==> src/rtl/fifo9_fcs_check.sv <==
// fifo9_fcs_check: drains the 9-bit rx FIFO, strips/checks the Ethernet FCS, emits payload with sof/eof/verdict and frame counters
module fifo9_fcs_check #(
  parameter logic [10:0] MinLen = 11'd64,
  parameter logic [10:0] MaxLen = 11'd1518
) (
  input  logic        sys_clk,
  input  logic        sys_rst,
  input  logic [8:0]  dout,
  input  logic        empty,
  output logic        rd_en,
  output logic        rd_clk,
  output logic [7:0]  o_data,
  output logic        o_valid,
  output logic        o_sof,
  output logic        o_eof,
  output logic        o_good,
  output logic [31:0] good_cnt,
  output logic [31:0] bad_cnt
);
  typedef enum logic [1:0] {SYNC, IDLE, DATA} state_t;
  state_t state, state_nx;
  logic rv, verdict;
  logic [10:0] len, len_inc;
  logic [31:0] crc;
  logic [4:0][7:0] dl;
  function automatic logic [31:0] crc_next(input logic [31:0] c, input logic [7:0] b);
    logic [31:0] r;
    r = c;
    for (int i = 0; i < 8; i++) r = {1'b0, r[31:1]} ^ ((r[0] ^ b[i]) ? 32'hEDB88320 : 32'h0);
    return r;
  endfunction
  assign rd_en = ~empty & ~sys_rst;
  assign rd_clk = sys_clk;
  always_comb begin
    len_inc = &len ? len : len + 11'd1;
    verdict = (crc == 32'hDEBB20E3) && (len >= MinLen) && (len <= MaxLen);
    state_nx = !rv ? state : state == SYNC ? (dout[8] ? SYNC : IDLE) : dout[8] ? DATA : IDLE;
  end
  always_ff @(posedge sys_clk) begin
    if (sys_rst) state <= SYNC;
    else state <= state_nx;
  end
  // dl[4] is the pending payload byte; dl[3:0] are the trailing FCS candidates
  always_ff @(posedge sys_clk) begin
    if (sys_rst) begin
      rv <= 1'b0;
      o_valid <= 1'b0;
      o_sof <= 1'b0;
      o_eof <= 1'b0;
      o_good <= 1'b0;
      o_data <= 8'h0;
      good_cnt <= 32'h0;
      bad_cnt <= 32'h0;
      len <= 11'h0;
      crc <= 32'hFFFFFFFF;
      dl <= '0;
    end else begin
      rv <= rd_en;
      o_valid <= 1'b0;
      if (rv && state != SYNC) begin
        if (dout[8]) begin
          len <= state == IDLE ? 11'd1 : len_inc;
          crc <= crc_next(state == IDLE ? 32'hFFFFFFFF : crc, dout[7:0]);
          dl <= {dl[3:0], dout[7:0]};
          if (state == DATA && len_inc >= 11'd6) begin
            o_valid <= 1'b1;
            o_data <= dl[4];
            o_sof <= len_inc == 11'd6;
            o_eof <= 1'b0;
            o_good <= 1'b0;
          end
        end else if (state == DATA) begin
          if (len >= 11'd5) begin
            o_valid <= 1'b1;
            o_data <= dl[4];
            o_sof <= len == 11'd5;
            o_eof <= 1'b1;
            o_good <= verdict;
            good_cnt <= good_cnt + {31'h0, verdict};
            bad_cnt <= bad_cnt + {31'h0, ~verdict};
          end else bad_cnt <= bad_cnt + 32'h1;
        end
      end
    end
  end
endmodule

==> config.mk <==
export PLATFORM = sky130hd
export DESIGN_NAME = fifo9_fcs_check
export DESIGN_NICKNAME = d
export VERILOG_FILES = /design/src/rtl/fifo9_fcs_check.sv
export SDC_FILE = /design/constraint.sdc
export NUM_CORES = 1
export LEC_CHECK = 0
export BUFFER_PORTS_ARGS = -buffer_cell sky130_fd_sc_hd__buf_2
export CAP_MARGIN = 30
export CORE_UTILIZATION = 55
export DETAILED_ROUTE_END_ITERATION = 8
export GPL_TIMING_DRIVEN = 0
export PLACE_DENSITY = 0.73
export SYNTH_ARGS = -nofsm -noshare
export SYNTH_HDL_FRONTEND = slang
export SYNTH_SLANG_ARGS = --single-unit
==> constraint.sdc <==
create_clock -name sys_clk -period 7.6 [get_ports sys_clk]
set_input_delay 1.14 -clock sys_clk [delete_from_list [all_inputs] [get_ports sys_clk]]
set_output_delay 1.14 -clock sys_clk [all_outputs]
set_load 0.02 [all_outputs]
==> impl_metrics.yaml <==
floorplan:
  die_y_um: 124
  dieArea_um2: 15300
  initial_core_util_pct: 56.2
  io_pins: 90
  die_w_um: 124
  fp-row-count: 44
  core-area_um2: 14500
global_route:
  grt_overflow: 0
  grt_busiest_layer: "met2"
  antenna_found_initial: 0
  track_usage_pct: 26.6
  use_met3_pct: 5.17
  grt_max_degree: 17
  grt_pass1_wl_um: 31800
  grtUsageMet1_pct: 34.3
  first_global_vias: 6537
  use_met2_pct: 44.1
power:
  power.leakage_nw: 3.63
  vdd_drop_max_mv: 0.182
  fin_total_pwr_mw: 2.00
  powerDensity_nw_per_um2: 212
synth:
  yosys-top-cells-count: "dfxtp_1 (162), nand2_1 (148), nor2_1 (107)"
  synth_top_family_by_area: "simple AND/OR/NAND/NOR gates"
  synth_edf_count: 0
  synth-async-reset-ratio_pct: 0
  syn_nets: 1014
  ys.warnings.count: 0
  synth-seq-cells: 162
  muxShareOfSynthArea_pct: 0.385
  synth.area.top_cells: "dfxtp_1 (40%), xnor2_1 (9.5%), nand2_1 (6.8%)"
  postSynthCellCount: 995
  ys.flop_type: "dfxtp_1"
  ys_types: 63
  synth_area_um2: 8130
  synth_compound_area_share_pct: 14.0
  synth_fa_ha_area_share_pct: 1.08
  synth_most_common_cell: "dfxtp_1"
  synth_top_area_share_pct: 39.9
  synth_seq_area_share_pct: 39.9
  yosysTopAreaCell: "dfxtp_1"
  synth_simple_gate_area_share_pct: 25.5
  syn_area_per_cell_um2: 8.17
  synth_xor_area_share_pct: 14.8
run_status:
  outcome: "finished, final reports clean"
setup_path:
  critPathRequiredTime_ns: 6.46
  cp_num_buf_inv: 4
  reg2regPathDepth: 12
  path_cells: "clkbuf_16 -> clkbuf_16 -> buf_4 -> buf_2"
  worstPathMaxFanout: 2
  cpMostUsedCell: "clkbuf_16"
  end_kind: "output port"
  slowest_delay_ns: 0.14
  setup.worst_path.class: "clk2out"
  cp_slowest_cell: "buf_2"
  crit_arrival_ns: 4.30
  path_delay_family: "buffers and inverters"
  start_kind: "clock port"
  cp_num_cells: 4
cells_and_area:
  final_cell_count_no_fill: 1297
  syn_to_final_growth_pct: 16.3
  drive_above_1_share_pct: 13.5
  stdcell_area_um2: 9450
  num-fill-cells: 1299
  seq_area_um2: 3240
  n_antenna_cell: 0
  multi_input_area_um2: 4540
  num-nets-final: 1119
routing:
  drtIter0Drc: 422
  vias: 7402
  drt-pass1-iter-count: 5
  wire_per_inst_um: 15.6
  ant_nets: 0
  routed_wl_um: 20200
  drt-vias-per-instance: 5.71
  drc: 0
clock_network:
  cts_tree: "built"
  path_clk_slew_ns: 0.06
  cts_hold_buf: 0
  cts_resized: 0
  post_cts.repair.setup_buffers: 0
  clock_latency_ns: 0.55
hold_path:
  hold_path.class: "reg2reg"
  hold_depth: 2
timing:
  worst_pin_slew_ns: 0.872
  skew_ns: 0.0101
  setup_tns_ns: 0
  slew-limit-headroom_pct: 41.6
  rsz0062_at_grt: "no"
  hold_viol_final: 0
  drv_slew: 0
  holdWs_ns: 0.450
  setup_viol: 0
job:
  drv_cap: 0
placed_design:
  dpl_cell_area_um2: 8780
  placedCellCount: 1262
  routabilityCongestion: 0.885
  hpwlAfterDp_um: 14100
  port-buffer-count: 83
## per-stage QoR
stage               setup WS [ns]  utilization (%)
CTS                          2.15             65.3
floorplan                    2.53                -
detailed placement           2.41             60.6
global placement             2.41             60.6
global route                 2.14             65.3
finish                       2.16             65.3
## flip-flops by register name (all words and copies together), names as in the netlist
name      cells
crc          32
o_data        8
dl           40
o_valid       1
o_good        1
good_cnt     32
bad_cnt      32
o_sof         1
state         2
len          11
o_eof         1
rv            1
## tightest hold or removal path: stages (launching register included)
cell and delay, ns:
dfxtp_1 0.31, nand2_1 0.05, a21oi_1 0.05
## kinds of logic (layout without fill, tap and decap cells)
logic type,count (synthesis),count (layout)
multiplexers,3,3
buffers and inverters,80,198
adder cells (fa/ha/maj),7,7
AO/OA/AOI/OAI,185,185
XOR/XNOR,128,128
flip-flops,162,162
AND/OR/NAND/NOR,430,430
## per-layer routing
metal	wire length, um	vias to the layer above
met5	0	-
li1	-	3654
met1	9110	3521
met2	9690	196
met3	1040	31
met4	333	0
## cell usage in the layout (no fill, tap or decap), types with 29 or more instances in the layout
master / n
dfxtp_1: 162
nand2_1: 148
nor2_1: 107
buf_2: 98
xnor2_1: 88
a21oi_1: 81
clkbuf_1: 40
nand3_1: 38
o21ai_0: 37
nor3_1: 33
xor2_1: 33
o211ai_1: 29
## cell type report
cell class / count / area share, %
inverter: 13 / 0.516
clock buffer: 28 / 6.15
timing repair buffer: 82 / 4.34
clock inverter: 8 / 1.06
multi-input combinational: 753 / 48.0
sequential: 162 / 34.3
tap: 184 / 2.44
buffer: 67 / 3.20
## worst paths after layout
check | endpoint | startpoint | slack (ns)
setup / recovery | rd_clk | sys_clk | 2.16
hold / removal | dl[39]$_SDFFE_PP0P_ | dl[31]$_SDFFE_PP0P_ | 0.45
setup reg to reg | good_cnt[28]$_SDFFE_PP0P_ | crc[0]$_SDFFE_PP1P_ | 4.20
hold reg to reg | dl[39]$_SDFFE_PP0P_ | dl[31]$_SDFFE_PP0P_ | 0.45
## power breakdown
group	leakage, nW	internal (mW)	switching (mW)
clock network	0.342	0.604	0.364
registers	1.31	0.854	0.00496
logic	1.98	0.0707	0.103
total	3.63	1.53	0.472
Power figures use the tool's default switching activity.
